`config.mk`:
```
export PLATFORM = sky130hd
export DESIGN_NAME = pll_loop_filter_gs
export DESIGN_NICKNAME = d
export VERILOG_FILES = /design/src/rtl/pll_loop_filter_gs.sv
export SDC_FILE = /design/constraint.sdc
export NUM_CORES = 1
export LEC_CHECK = 0
export ABC_AREA = 1
export BUFFER_PORTS_ARGS = -buffer_cell sky130_fd_sc_hd__buf_2
export CAP_MARGIN = 40
export CORE_MARGIN = 2
export CORE_UTILIZATION = 35
export CTS_CLUSTER_DIAMETER = 40
export CTS_CLUSTER_SIZE = 24
export DETAILED_ROUTE_END_ITERATION = 16
export PLACE_DENSITY_LB_ADDON = 0.3
export SLEW_MARGIN = 20
export SYNTH_ARGS = -nofsm -noshare
export SYNTH_HDL_FRONTEND = slang
export SYNTH_SLANG_ARGS = --single-unit
```
`constraint.sdc`:
```
create_clock -name clk -period 6 [get_ports clk]
set_clock_uncertainty 0.15 [all_clocks]
set_input_delay 1.8 -clock clk [delete_from_list [all_inputs] [get_ports clk]]
set_output_delay 1.8 -clock clk [all_outputs]
set_load 0.1 [all_outputs]
```
`src/rtl/pll_loop_filter_gs.sv`:
```
// Gear-shift PI loop filter for a PFD-driven PLL: integrates up/down error with
// anti-windup, drives a clamped signed control word, and narrows gains once quiet.
module pll_loop_filter_gs #(
  parameter int OUT_W         = 16,
  parameter int ACC_W         = 32,
  parameter int KP_ACQ        = 7,
  parameter int KI_ACQ        = 4,
  parameter int KP_TRK        = 2,
  parameter int KI_TRK        = 1,
  parameter int LOCK_CYCLES   = 64,
  parameter int UNLOCK_CYCLES = 8
) (
  input  logic                    clk,
  input  logic                    rst_n,
  input  logic                    up,
  input  logic                    down,
  input  logic                    hold,
  output logic signed [OUT_W-1:0] ctrl,
  output logic                    locked,
  output logic                    sat,
  output logic [1:0]              state
);

  if (ACC_W < OUT_W + 1) begin : g_bad_acc_w
    $error("ACC_W must be at least OUT_W+1");
  end
  if (LOCK_CYCLES < 1 || UNLOCK_CYCLES < 1) begin : g_bad_cycles
    $error("LOCK_CYCLES and UNLOCK_CYCLES must be at least 1");
  end

  typedef enum logic [1:0] {
    ST_ACQ  = 2'b00,
    ST_TRK  = 2'b01,
    ST_HOLD = 2'b10
  } state_t;

  // One guard bit above the integrator so acc + gain*e can never wrap.
  localparam int SUM_W = ACC_W + 1;
  localparam int QW    = $clog2(LOCK_CYCLES + 1);
  localparam int SW    = $clog2(UNLOCK_CYCLES + 1);

  localparam logic signed [SUM_W-1:0] LIM_HI = {{(SUM_W-OUT_W+1){1'b0}}, {(OUT_W-1){1'b1}}};
  localparam logic signed [SUM_W-1:0] LIM_LO = {{(SUM_W-OUT_W+1){1'b1}}, {(OUT_W-1){1'b0}}};
  localparam logic signed [OUT_W-1:0] OUT_HI = {1'b0, {(OUT_W-1){1'b1}}};
  localparam logic signed [OUT_W-1:0] OUT_LO = {1'b1, {(OUT_W-1){1'b0}}};

  localparam logic signed [SUM_W-1:0] KP_ACQ_W = SUM_W'(KP_ACQ);
  localparam logic signed [SUM_W-1:0] KI_ACQ_W = SUM_W'(KI_ACQ);
  localparam logic signed [SUM_W-1:0] KP_TRK_W = SUM_W'(KP_TRK);
  localparam logic signed [SUM_W-1:0] KI_TRK_W = SUM_W'(KI_TRK);

  function automatic logic signed [OUT_W-1:0] clamp_val(input logic signed [SUM_W-1:0] v);
    if (v > LIM_HI)      clamp_val = OUT_HI;
    else if (v < LIM_LO) clamp_val = OUT_LO;
    else                 clamp_val = v[OUT_W-1:0];
  endfunction

  function automatic logic clamp_hit(input logic signed [SUM_W-1:0] v);
    clamp_hit = (v > LIM_HI) || (v < LIM_LO);
  endfunction

  state_t                    state_q, state_d;
  logic signed [ACC_W-1:0]   acc_q, acc_d;
  logic signed [OUT_W-1:0]   ctrl_q, ctrl_d;
  logic                      sat_q, sat_d;
  logic                      locked_q, locked_d;
  logic [QW-1:0]             quiet_q, quiet_d;
  logic [SW-1:0]             slip_q, slip_d;
  logic                      neg_q, neg_d;

  logic                      err_pos, err_neg, err_nz, freeze;
  logic signed [SUM_W-1:0]   kp, ki, kp_term, ki_term;
  logic signed [SUM_W-1:0]   acc_sum, out_sum;
  logic signed [OUT_W-1:0]   acc_cl, out_cl;
  logic [SW-1:0]             slip_nxt;

  always_comb begin
    err_pos = up & ~down;
    err_neg = down & ~up;
    err_nz  = err_pos | err_neg;
    freeze  = hold || (state_q == ST_HOLD);

    kp = (state_q == ST_TRK) ? KP_TRK_W : KP_ACQ_W;
    ki = (state_q == ST_TRK) ? KI_TRK_W : KI_ACQ_W;
    kp_term = err_pos ? kp : (err_neg ? -kp : '0);
    ki_term = err_pos ? ki : (err_neg ? -ki : '0);

    // Integrator is clamped first, then the proportional path rides on top.
    acc_sum = {acc_q[ACC_W-1], acc_q} + ki_term;
    acc_cl  = clamp_val(acc_sum);
    out_sum = {{(SUM_W-OUT_W){acc_cl[OUT_W-1]}}, acc_cl} + kp_term;
    out_cl  = clamp_val(out_sum);

    state_d  = state_q;
    acc_d    = acc_q;
    ctrl_d   = acc_q[OUT_W-1:0];
    sat_d    = 1'b0;
    quiet_d  = quiet_q;
    slip_d   = slip_q;
    neg_d    = neg_q;
    slip_nxt = '0;

    if (freeze) begin
      quiet_d = '0;
      slip_d  = '0;
      state_d = hold ? ST_HOLD : ST_ACQ;
    end else begin
      acc_d  = {{(ACC_W-OUT_W){acc_cl[OUT_W-1]}}, acc_cl};
      ctrl_d = out_cl;
      sat_d  = clamp_hit(acc_sum) | clamp_hit(out_sum);
      case (state_q)
        ST_ACQ: begin
          slip_d = '0;
          if (err_nz) begin
            quiet_d = '0;
          end else if (quiet_q >= QW'(LOCK_CYCLES - 1)) begin
            quiet_d = '0;
            state_d = ST_TRK;
          end else begin
            quiet_d = quiet_q + 1'b1;
          end
        end
        ST_TRK: begin
          quiet_d = '0;
          if (!err_nz) begin
            slip_d = '0;
          end else begin
            // A run only continues while the error keeps the same sign.
            slip_nxt = (slip_q != '0 && neg_q == err_neg) ? slip_q + 1'b1 : SW'(1);
            neg_d    = err_neg;
            if (slip_nxt >= SW'(UNLOCK_CYCLES)) begin
              slip_d  = '0;
              state_d = ST_ACQ;
            end else begin
              slip_d = slip_nxt;
            end
          end
        end
        default: state_d = ST_HOLD;
      endcase
    end

    locked_d = (state_d == ST_TRK);
  end

  always_ff @(posedge clk or negedge rst_n) begin
    if (!rst_n) begin
      state_q  <= ST_ACQ;
      acc_q    <= '0;
      ctrl_q   <= '0;
      sat_q    <= 1'b0;
      locked_q <= 1'b0;
      quiet_q  <= '0;
      slip_q   <= '0;
      neg_q    <= 1'b0;
    end else begin
      state_q  <= state_d;
      acc_q    <= acc_d;
      ctrl_q   <= ctrl_d;
      sat_q    <= sat_d;
      locked_q <= locked_d;
      quiet_q  <= quiet_d;
      slip_q   <= slip_d;
      neg_q    <= neg_d;
    end
  end

  assign ctrl   = ctrl_q;
  assign locked = locked_q;
  assign sat    = sat_q;
  assign state  = state_q;

endmodule

```
==> PnR_summary.wiki, run 1 <==
{| class="wikitable"
! Metric !! Value
|-
| Buffer levels on the longest clock path || 2
|-
| Cells taking the most area after synthesis || sky130_fd_sc_hd__dfrtp_1, sky130_fd_sc_hd__nand2_1, sky130_fd_sc_hd__ha_1
|-
| Commonest cells after routing, fill and taps aside || sky130_fd_sc_hd__nand2_1, sky130_fd_sc_hd__buf_4, sky130_fd_sc_hd__inv_1
|-
| Maximum vdd ir drop || 276 uV
|-
| Count of buffers inserted at the top-level ports || 24
|-
| Post-synthesis area per instance || 6.70 sq um
|-
| Average via count per standard cell || 4.79
|-
| Worst setup path category || input pin to flip-flop
|-
| Commonest non-fill, non-tap cell in the layout || sky130_fd_sc_hd__nand2_1
|-
| Yosys top cell by area || sky130_fd_sc_hd__dfrtp_1
|-
| Dominant delay contributor by cell family on the critical path || simple AND/OR/NAND/NOR gates
|-
| Depth of the CTS H-tree || 2
|-
| Vias in the first global route || 4671
|-
| GRT Residual Overflow || 0
|-
| Cell type with the highest occurrence count on the critical path || sky130_fd_sc_hd__nand2_1
|-
| Share of the synthesized area in the top cell type || 28.2%
|-
| Ratio of final minimum period to clock period || 115%
|-
| I/O pins || 25
|-
| Clock Sinks || 48
|-
| TritonCTS clock tree || built
|-
| Type of origin of the critical path || input pin
|-
| Post-detailed-route wirelength per cell || 13.5 um
|-
| Remaining antenna violation count after routing || 0
|-
| Sequential share of the synthesized area || 28.2%
|-
| Via count || 4568
|-
| Initial antenna violation count || 0
|-
| Fraction of final layout cells sized beyond drive strength 1 || 38.2%
|-
| Arrival time of data at the critical path endpoint || 6.92 ns
|-
| Mapped Cells || 636
|-
| Wire length of the first global-routing pass || 20800 um
|-
| WL final || 12800 um
|-
| Maximum number of pins on one net before global-route repair || 34
|-
| Number of library cell types mapped by synthesis || 32
|-
| Power per unit of standard cell area || 582 nW/um^2
|-
| Static leakage || 0.00342 uW
|-
| Y dimension of the die || 114 um
|-
| Clock Root Buffer || sky130_fd_sc_hd__clkbuf_16
|-
| Number of warnings reported in the yosys synthesis log || 0
|-
| Number of nets in the layout || 854
|-
| # diodes || 0
|-
| Setup repair after global routing missed its margin || yes
|-
| PnR worst setup slack || -0.884 ns
|-
| Worst hold-check path type || flip-flop to flip-flop
|-
| Number of register bits inferred by synthesis || 48
|-
| Final Max Tran Viols || 0
|-
| GRT Util Overall || 19.8%
|-
| Relative max-transition margin || 52.7%
|-
| Area of the mapped netlist || 4260 sq um
|-
| Longest individual stage delay on the worst path || 0.53 ns
|-
| Synth Net Count || 685
|-
| Initial core utilization || 35.6%
|-
| Slew of the pin with the lowest slew margin || 0.709 ns
|-
| Detailed-routing iteration count for the pre-antenna-repair pass || 4
|-
| CP Data Required Time || 6.04 ns
|-
| End-of-flow core utilization || 53.7%
|-
| Fill cell count || 1078
|-
| Final GP Congestion || 0.890
|-
| Worst skew pair latency || 0.30 ns
|-
| Clock-pin slew reported for the worst setup and hold paths after clock tree synthesis || 0.07 ns
|-
| Total power || 3740 uW
|-
| Crit Path Max Fanout || 8
|-
| Die W || 114 um
|-
| Total of max-cap violations || 0
|-
| Worst path slowest cell || sky130_fd_sc_hd__fa_1
|-
| Number of design rule violations left after detail routing || 0
|-
| HPWL after detailed placement || 9060 um
|-
| Starting DRC count in detailed routing || 320
|-
| Area of the core || 12000 sq um
|-
| Cell Rows || 40
|-
| Die ar. || 13100 sq um
|-
| Shortest clock period the worst path allows after layout || 6.88 ns
|-
| Area growth syn-to-layout || 50.6%
|-
| Hold violation count in the final report || 0
|-
| Inserted Clock Buffers || 5
|-
| Count of endpoints failing setup in the final report || 17
|-
| Post-cts hold buffer count || 0
|-
| Worst setup slack before clock tree synthesis || -1.30 ns
|-
| Minimum hold slack || 0.349 ns
|-
| Number of buffers and inverters on the critical path || 6
|-
| Result of the run || complete, but fails checks
|-
| Maximum clock frequency || 145 MHz
|-
| Violated checks || negative setup slack
|-
| Kind of capture point of the worst setup path || flip-flop
|}
==> sequential cells by signal, indices dropped and copies added, names as in the netlist <==
signal,count
quiet_q,7
neg_q,1
acc_q,16
slip_q,4
ctrl,16
state,2
locked,1
sat,1
==> cell families after synthesis <==
family | after synthesis | share of synthesized area [%]
buffers and inverters | 96 | 9.22
adders and majority gates | 44 | 14.0
AOI/OAI and AO/OA | 64 | 8.37
and+or+nand+nor | 357 | 34.7
DFF | 48 | 28.2
xor gates and xnor gates | 27 | 5.55
==> synthesized netlist by cell type <==
library cell               number
sky130_fd_sc_hd__ha_1          38
sky130_fd_sc_hd__nor4_1         1
sky130_fd_sc_hd__nand2_2       20
sky130_fd_sc_hd__buf_2          2
sky130_fd_sc_hd__o21bai_1       4
sky130_fd_sc_hd__o21ai_0       10
sky130_fd_sc_hd__a21oi_1       42
sky130_fd_sc_hd__nor2_1        35
sky130_fd_sc_hd__o211ai_1       1
sky130_fd_sc_hd__nand4_1        4
sky130_fd_sc_hd__clkbuf_1       5
sky130_fd_sc_hd__nor3_1         5
sky130_fd_sc_hd__dfrtp_1       48
sky130_fd_sc_hd__nor3b_1        1
sky130_fd_sc_hd__inv_2          5
sky130_fd_sc_hd__nor3_2         1
sky130_fd_sc_hd__o32ai_1        1
sky130_fd_sc_hd__o31ai_1        1
sky130_fd_sc_hd__nor2_2         3
sky130_fd_sc_hd__and3_1         1
sky130_fd_sc_hd__a21boi_0       1
sky130_fd_sc_hd__o21ai_4        1
sky130_fd_sc_hd__xor2_1        17
sky130_fd_sc_hd__nand3_2        2
sky130_fd_sc_hd__fa_1           6
sky130_fd_sc_hd__nand3_1       24
sky130_fd_sc_hd__a31oi_1        3
sky130_fd_sc_hd__inv_1         80
sky130_fd_sc_hd__nand2_4        1
sky130_fd_sc_hd__buf_6          4
sky130_fd_sc_hd__xnor2_1       10
sky130_fd_sc_hd__nand2_1      259
==> final timing paths <==
kind | start | endpoint | slack (ns) | depth (start not counted)
worst max-delay path | down | ctrl[13] | -0.88 | 38
worst min-delay path | quiet_q[6] | quiet_q[6] | 0.35 | 2
worst max register to register | state[1] | ctrl[13] | 0.04 | 38
worst min register to register | quiet_q[6] | quiet_q[6] | 0.35 | 2
max in group asynchronous | rst_n | acc_q[11] | 3.89 | 2
min in group asynchronous | rst_n | slip_q[0] | 1.29 | 1
==> routing by layer <==
| metal | track usage [%] | part of all wire (%) | up-vias |
|---|---|---|---|
| li1 | - | - | 2325 |
| met1 | 24.0 | 44 | 2164 |
| met2 | 36.1 | 52 | 62 |
| met3 | 1.96 | 2.1 | 17 |
| met4 | 7.48 | 2.1 | 0 |
| met5 | 0 | 0 | - |
==> final cells by class <==
type	instances	area (sq um)	area share [%]
Sequential cell	48	1200	18.7
Clock buffer	7	143	2.22
Inverter	85	338	5.26
Multi-Input combinational cell	494	3220	50.2
Timing Repair Buffer	171	1330	20.6
Tap cell	147	184	2.87
Clock inverter	1	7.51	0.117
==> worst min-delay path, cell delays in order (launching register included) <==
cell and delay [ns]:
sky130_fd_sc_hd__dfrtp_1 0.32, sky130_fd_sc_hd__inv_1 0.05, sky130_fd_sc_hd__nor2_1 0.09
==> power by group <==
| group | internal [uW] | switching, uW | total (uW) |
|---|---|---|---|
| sequential | 416 | 54.5 | 470 |
| combinational | 1290 | 1680 | 2970 |
| clock | 166 | 129 | 296 |
| total | 1880 | 1860 | 3740 |
==> stage by stage <==
stage / setup TNS, ns / area (sq um) / instances
5_1_grt: -18.43 / 6420 / 953
2_1_floorplan: -10.48 / 4520 / 636
3_3_place_gp: -20.02 / 5560 / 899
6_report: -13.79 / 6420 / 953
4_1_cts: -12.37 / 6250 / 945
3_5_place_dp: -20.72 / 5580 / 900
==> what timing repair did <==
item / 4_1_cts / 5_1_grt
buffers inserted: 34 / 10
gates cloned: 3 / 1
endpoints found under the setup margin: 17 / 17
resized for setup: 48 / 50
pin swaps: 38 / 47
(Power assumes the default switching activity.)
==> run 2, diff against run 1 <==
CORE_UTILIZATION = 45   (was 35)
GPL_TIMING_DRIVEN = 0   (was unset)
==> run 2 against run 1 <==
Net effect:
- the run still ends with negative setup slack left
- sequential share of layout area up 2.2 points
- clock-buffer cell count down 2
- die area down 21%
- cell count down 12%
- sequential cell count unchanged
- worst setup slack worse by 0.043 ns
- hold slack better by 0.0037 ns
- critical path depth up 3
- fmax down 0.62%
- global-route usage up 3.8 points
==> PnR_summary.wiki, run 2 (synthesis results as in run 1) <==
{| class="wikitable"
! Metric !! Value
|-
| Result of the run || complete, but fails checks (unchanged)
|-
| Violated checks || negative setup slack (unchanged)
|-
| Worst path slowest cell || sky130_fd_sc_hd__fa_2 (was sky130_fd_sc_hd__fa_1)
|-
| Crit Path Max Fanout || 5 (was 8)
|-
| Maximum clock frequency || 144 MHz (was 145 MHz)
|-
| Count of endpoints failing setup in the final report || 17 (unchanged)
|-
| Type of origin of the critical path || input pin (unchanged)
|-
| Cell Rows || 35 (was 40)
|-
| Kind of capture point of the worst setup path || flip-flop (unchanged)
|-
| Depth of the CTS H-tree || 2 (unchanged)
|-
| Relative max-transition margin || 50.5% (was 52.7%)
|-
| Initial antenna violation count || 0 (unchanged)
|-
| Hold violation count in the final report || 0 (unchanged)
|-
| Via count || 4242 (was 4568)
|-
| Dominant delay contributor by cell family on the critical path || simple AND/OR/NAND/NOR gates (unchanged)
|-
| Final Max Tran Viols || 0 (unchanged)
|-
| Setup repair after global routing missed its margin || yes (unchanged)
|-
| Buffer levels on the longest clock path || 2 (unchanged)
|-
| Post-detailed-route wirelength per cell || 13.9 um (was 13.5 um)
|-
| Total of max-cap violations || 0 (unchanged)
|-
| Worst setup path category || input pin to flip-flop (unchanged)
|-
| Arrival time of data at the critical path endpoint || 6.98 ns (was 6.92 ns)
|-
| Final GP Congestion || 0.876 (was 0.890)
|-
| Shortest clock period the worst path allows after layout || 6.93 ns (was 6.88 ns)
|-
| Post-cts hold buffer count || 0 (unchanged)
|-
| Static leakage || 0.00302 uW (was 0.00342 uW)
|-
| Commonest non-fill, non-tap cell in the layout || sky130_fd_sc_hd__nand2_1 (unchanged)
|-
| Worst hold-check path type || flip-flop to flip-flop (unchanged)
|-
| Fraction of final layout cells sized beyond drive strength 1 || 30.0% (was 38.2%)
|-
| Initial core utilization || 46.3% (was 35.6%)
|-
| TritonCTS clock tree || built (unchanged)
|-
| Number of nets in the layout || 772 (was 854)
|-
| Number of buffers and inverters on the critical path || 7 (was 6)
|-
| Wire length of the first global-routing pass || 19300 um (was 20800 um)
|-
| # diodes || 0 (unchanged)
|-
| Clock-pin slew reported for the worst setup and hold paths after clock tree synthesis || 0.10 ns (was 0.07 ns)
|-
| Number of design rule violations left after detail routing || 0 (unchanged)
|-
| Vias in the first global route || 4284 (was 4671)
|-
| Power per unit of standard cell area || 582 nW/um^2 (about the same)
|-
| Detailed-routing iteration count for the pre-antenna-repair pass || 5 (was 4)
|-
| Ratio of final minimum period to clock period || 115% (about the same)
|-
| Clock Root Buffer || sky130_fd_sc_hd__clkbuf_8 (was sky130_fd_sc_hd__clkbuf_16)
|-
| CP Data Required Time || 6.05 ns (was 6.04 ns)
|-
| Setup TNS || -14.58 ns (was -13.79 ns)
|-
| Inserted Clock Buffers || 5 (unchanged)
|-
| Count of buffers inserted at the top-level ports || 24 (unchanged)
|-
| HPWL after detailed placement || 8190 um (was 9060 um)
|-
| I/O pins || 25 (unchanged)
|-
| Minimum hold slack || 0.353 ns (was 0.349 ns)
|-
| Die W || 101 um (was 114 um)
|-
| Area of the core || 9200 sq um (was 12000 sq um)
|-
| Starting DRC count in detailed routing || 194 (was 320)
|-
| Longest individual stage delay on the worst path || 0.46 ns (was 0.53 ns)
|-
| Slew of the pin with the lowest slew margin || 0.742 ns (was 0.709 ns)
|-
| Commonest cells after routing, fill and taps aside || sky130_fd_sc_hd__nand2_1, sky130_fd_sc_hd__inv_1, sky130_fd_sc_hd__buf_4 (was sky130_fd_sc_hd__nand2_1, sky130_fd_sc_hd__buf_4, sky130_fd_sc_hd__inv_1)
|-
| Worst skew pair latency || 0.32 ns (was 0.30 ns)
|-
| Die ar. || 10300 sq um (was 13100 sq um)
|-
| Clock Sinks || 48 (unchanged)
|-
| WL final || 11600 um (was 12800 um)
|-
| Maximum number of pins on one net before global-route repair || 34 (unchanged)
|-
| Average via count per standard cell || 5.08 (was 4.79)
|-
| Remaining antenna violation count after routing || 0 (unchanged)
|-
| Maximum vdd ir drop || 431 uV (was 276 uV)
|-
| Area growth syn-to-layout || 34.7% (was 50.6%)
|-
| Cell type with the highest occurrence count on the critical path || sky130_fd_sc_hd__nand2_2 (was sky130_fd_sc_hd__nand2_1)
|-
| PnR worst setup slack || -0.926 ns (was -0.884 ns)
|-
| GRT Residual Overflow || 0 (unchanged)
|-
| GRT Util Overall || 23.6% (was 19.8%)
|-
| Y dimension of the die || 101 um (was 114 um)
|}
run 2: cell count changes in the layout (fill, tap and decap cells not counted), sizes merged:
cell      previous run  this run
buf                171        86
bufinv               0         2
clkbuf               7        10
clkinvlp             1         0
inv                 85        86
nand2              282       280
run 2: worst paths after layout:
| check | start | endpoint | slack [ns] | cells after the start |
|---|---|---|---|---|
| setup / recovery | up | ctrl[11] | -0.93 | 41 |
| setup reg to reg | state[1] | ctrl[11] | -0.09 | 39 |
| hold reg to reg | quiet_q[6] | quiet_q[6] | 0.35 | 2 |
| max in group asynchronous | rst_n | sat | 3.94 | 2 |
| min in group asynchronous | rst_n | slip_q[2] | 1.25 | 1 |
| hold / removal | quiet_q[6] | quiet_q[6] | 0.35 | 2 |
run 2: power by group:
| group | internal, uW | total, uW | switching, uW |
|---|---|---|---|
| clock network | 168 | 294 | 126 |
| logic | 984 | 2580 | 1600 |
| registers | 415 | 467 | 52.2 |
| total | 1570 | 3340 | 1780 |
run 2: per-stage QoR:
stage | setup WS, ns | util, % | cells | cell area, sq um | total power (uW)
3_5_place_dp | -1.61 | 52.2 | 772 | 4800 | 2430
4_1_cts | -0.730 | 60.7 | 825 | 5580 | 3160
5_1_grt | -1.14 | 62.4 | 835 | 5740 | 3590
6_report | -0.926 | 62.4 | 835 | 5740 | 3340
2_1_floorplan | -0.701 | - | 636 | 4520 | 2080
3_3_place_gp | -1.59 | 52.0 | 771 | 4780 | 2390
run 2: layout make-up:
cell class	count	area, sq um
Inverter	85	343
Multi-Input combinational cell	492	3210
Clock buffer	5	68.8
Timing Repair Buffer	80	626
Sequential cell	48	1200
Tap cell	111	139
Fill cell	814	3450
Clock inverter	3	68.8
Buffer	11	82.6
run 2: worst register-to-register path: cells and delay by family (launching register included):
| kind | cells | cell delay [ns] |
|---|---|---|
| buf+inv | 5 | 0.50 |
| compound gates | 1 | 0.23 |
| fa+ha+maj | 5 | 1.69 |
| simple gates | 28 | 2.96 |
| flops | 1 | 0.43 |
run 2: metal layers:
metal	share of wire, %	global-route usage, %	wire (um)
met1	44	29.2	5060
met2	52	42.9	5980
met3	3.0	2.62	348
met4	1.9	7.07	220
met5	0	0	0
run 2: repair_timing:
item,CTS,global route
pin swaps,42,41
setup endpoints to repair,17,17
cloned,3,0
buffers inserted,42,11
hold endpoints to repair,0,0
gates resized for setup,66,33
==> run 3, diff against run 2 <==
CORE_UTILIZATION = 62   (was 45)
PLACE_DENSITY_LB_ADDON = 0.2   (was 0.3)
==> run 3 against run 2 <==
Net effect:
- the flow still finishes with violations (negative setup slack)
- clock power is 26% lower
- cell area is 4.4% lower
- fmax is 1.8% lower
- power is 5.9% lower
- first-iteration DRC count is 36% higher
- clock-buffer cell count is 1 higher
- non-clock buffer count is 24 lower
- sequential share of layout area is 0.96 points higher
- combinational power is 5% lower
- worst setup slack worse by 0.13 ns
- critical path type unchanged
==> PnR_summary.wiki, run 3 (synthesis results as in run 1) <==
{| class="wikitable"
! Metric !! Value
|-
| Maximum number of pins on one net before global-route repair || 26 (was 34)
|-
| Count of endpoints failing setup in the final report || 17 (unchanged)
|-
| Crit Path Max Fanout || 7 (was 5)
|-
| Fraction of final layout cells sized beyond drive strength 1 || 27.7% (was 30.0%)
|-
| Net switching power of the design || 1750 uW (was 1780 uW)
|-
| Wire length of the first global-routing pass || 19300 um (about the same)
|-
| Clock Sinks || 48 (unchanged)
|-
| Detailed-routing iteration count for the pre-antenna-repair pass || 6 (was 5)
|-
| Clock-pin slew reported for the worst setup and hold paths after clock tree synthesis || 0.10 ns (about the same)
|-
| PnR worst setup slack || -1.06 ns (was -0.926 ns)
|-
| Static leakage || 0.00288 uW (was 0.00302 uW)
|-
| Clock Root Buffer || sky130_fd_sc_hd__clkbuf_8 (unchanged)
|-
| Relative max-transition margin || 58.7% (was 50.5%)
|-
| Inserted Clock Buffers || 5 (unchanged)
|-
| Via count || 4327 (was 4242)
|-
| Worst skew pair latency || 0.31 ns (was 0.32 ns)
|-
| Depth of the CTS H-tree || 2 (unchanged)
|-
| Type of origin of the critical path || input pin (unchanged)
|-
| Arrival time of data at the critical path endpoint || 7.11 ns (was 6.98 ns)
|-
| Longest individual stage delay on the worst path || 0.47 ns (was 0.46 ns)
|-
| Cell type with the highest occurrence count on the critical path || sky130_fd_sc_hd__nand2_2 (unchanged)
|-
| Worst setup slack before clock tree synthesis || -1.71 ns (was -1.61 ns)
|-
| Number of nets in the layout || 748 (was 772)
|-
| Cell Rows || 30 (was 35)
|-
| Area growth syn-to-layout || 28.8% (was 34.7%)
|-
| I/O pins || 25 (unchanged)
|-
| Worst path slowest cell || sky130_fd_sc_hd__fa_2 (unchanged)
|-
| Buffer levels on the longest clock path || 2 (unchanged)
|-
| Initial antenna violation count || 0 (unchanged)
|-
| Portion of total power attributed to the clock network || 6.9% (was 8.8%)
|-
| Hold violation count in the final report || 0 (unchanged)
|-
| Violated checks || negative setup slack (unchanged)
|-
| Final Max Tran Viols || 0 (unchanged)
|-
| Starting DRC count in detailed routing || 264 (was 194)
|-
| Commonest cells after routing, fill and taps aside || sky130_fd_sc_hd__nand2_1, sky130_fd_sc_hd__inv_1, sky130_fd_sc_hd__nand2_2 (was sky130_fd_sc_hd__nand2_1, sky130_fd_sc_hd__inv_1, sky130_fd_sc_hd__buf_4)
|-
| Y dimension of the die || 86.9 um (was 101 um)
|-
| Combinational share of power || 78.3% (was 77.2%)
|-
| Vias in the first global route || 4289 (was 4284)
|-
| Slew of the pin with the lowest slew margin || 0.620 ns (was 0.742 ns)
|-
| Fill cell count || 429 (was 814)
|-
| Shortest clock period the worst path allows after layout || 7.06 ns (was 6.93 ns)
|-
| Minimum hold slack || 0.349 ns (was 0.353 ns)
|-
| Maximum clock frequency || 142 MHz (was 144 MHz)
|-
| Setup repair after global routing missed its margin || yes (unchanged)
|-
| Power per unit of standard cell area || 573 nW/um^2 (was 582 nW/um^2)
|-
| TritonCTS clock tree || built (unchanged)
|-
| Number of design rule violations left after detail routing || 0 (unchanged)
|-
| GRT Residual Overflow || 0 (unchanged)
|-
| HPWL after detailed placement || 7820 um (was 8190 um)
|-
| Result of the run || complete, but fails checks (unchanged)
|-
| Kind of capture point of the worst setup path || flip-flop (unchanged)
|-
| Maximum vdd ir drop || 458 uV (was 431 uV)
|-
| Worst setup path category || input pin to flip-flop (unchanged)
|-
| Initial core utilization || 63.4% (was 46.3%)
|-
| GRT Util Overall || 32.1% (was 23.6%)
|-
| Total of max-cap violations || 0 (unchanged)
|-
| Commonest non-fill, non-tap cell in the layout || sky130_fd_sc_hd__nand2_1 (unchanged)
|-
| Remaining antenna violation count after routing || 0 (unchanged)
|-
| Final GP Congestion || 0.882 (was 0.876)
|-
| Post-detailed-route wirelength per cell || 15.6 um (was 13.9 um)
|-
| Die ar. || 7550 sq um (was 10300 sq um)
|-
| CP Data Required Time || 6.06 ns (was 6.05 ns)
|-
| WL final || 12100 um (was 11600 um)
|-
| Sequential power share || 14.8% (was 14.0%)
|-
| Area of the core || 6720 sq um (was 9200 sq um)
|-
| # diodes || 0 (unchanged)
|-
| Switching part of the total power || 55.8% (was 53.1%)
|-
| Count of buffers inserted at the top-level ports || 24 (unchanged)
|-
| Cell-internal power || 1390 uW (was 1570 uW)
|-
| Ratio of final minimum period to clock period || 118% (was 115%)
|-
| Worst hold-check path type || flip-flop to flip-flop (unchanged)
|-
| Average via count per standard cell || 5.55 (was 5.08)
|-
| Die W || 86.9 um (was 101 um)
|}
-- run 3: changes by cell type in the layout (fill, tap and decap cells not counted), moves of 3 or more --
cell,previous run,this run
sky130_fd_sc_hd__a21oi_1,39,36
sky130_fd_sc_hd__a21oi_2,3,6
sky130_fd_sc_hd__buf_4,49,22
sky130_fd_sc_hd__ha_1,18,21
sky130_fd_sc_hd__inv_4,3,0
sky130_fd_sc_hd__nor2_2,2,6
-- run 3: worst paths after layout --
path / from / end / slack [ns] / cells past startpoint
max: down / ctrl[5] / -1.06 / 41
min: quiet_q[6] / quiet_q[6] / 0.35 / 2
max reg2reg: state[1] / ctrl[5] / -0.17 / 39
min reg2reg: quiet_q[6] / quiet_q[6] / 0.35 / 2
max in group asynchronous: rst_n / acc_q[9] / 3.83 / 2
min in group asynchronous: rst_n / slip_q[3] / 1.34 / 1
-- run 3: repair_timing --
action | 4_1_cts | 5_1_grt
endpoints found under the setup margin | 17 | 17
hold buffers | 0 | 0
setup buffers | 21 | 9
cloned | 3 | 0
gates resized for setup | 46 | 54
pin swaps | 26 | 34
-- run 3: cell type report --
type | instances | area, sq um | share of cell area (%)
timing repair buffer | 57 | 498 | 9.07
clock buffer | 6 | 82.6 | 1.50
multi-input combinational | 492 | 3180 | 57.9
inverter | 85 | 348 | 6.34
sequential | 48 | 1200 | 21.9
tap | 80 | 100 | 1.82
buffer | 10 | 62.6 | 1.14
clock inverter | 2 | 17.5 | 0.319
-- run 3: power groups by stage --
stage | clock network (uW) | registers, uW | logic [uW]
global placement | 0 | 465 | 1900
detailed placement | 0 | 465 | 1950
CTS | 216 | 462 | 2240
floorplan | 0 | 813 | 1270
finish | 217 | 467 | 2460
global route | 230 | 474 | 2640
-- run 3: worst max-delay path, delay by kind of cell --
kind | cells | cell delay [ns]
adder cells (fa/ha/maj) | 6 | 1.79
AO/OA/AOI/OAI | 2 | 0.39
buffers and inverters | 7 | 0.69
AND/OR/NAND/NOR | 26 | 2.41
-- run 3: routing by layer --
layer  GRT usage (%)  wire [um]  vias up
met5               0          0        -
met4            12.4        347        0
met3            3.89        482       34
met2            57.7       6320      127
met1            39.0       4980     2052
li1                -          -     2114
-- run 3: metrics by stage --
stage	cell area [sq um]	power (uW)	util [%]	setup TNS, ns	instances
global placement	4740	2370	70.5	-24.10	740
global route	5490	3350	81.7	-21.18	780
floorplan	4520	2080	-	-10.48	636
detailed placement	4770	2420	70.9	-27.21	741
CTS	5290	2920	78.7	-12.51	773
finish	5490	3150	81.7	-16.50	780
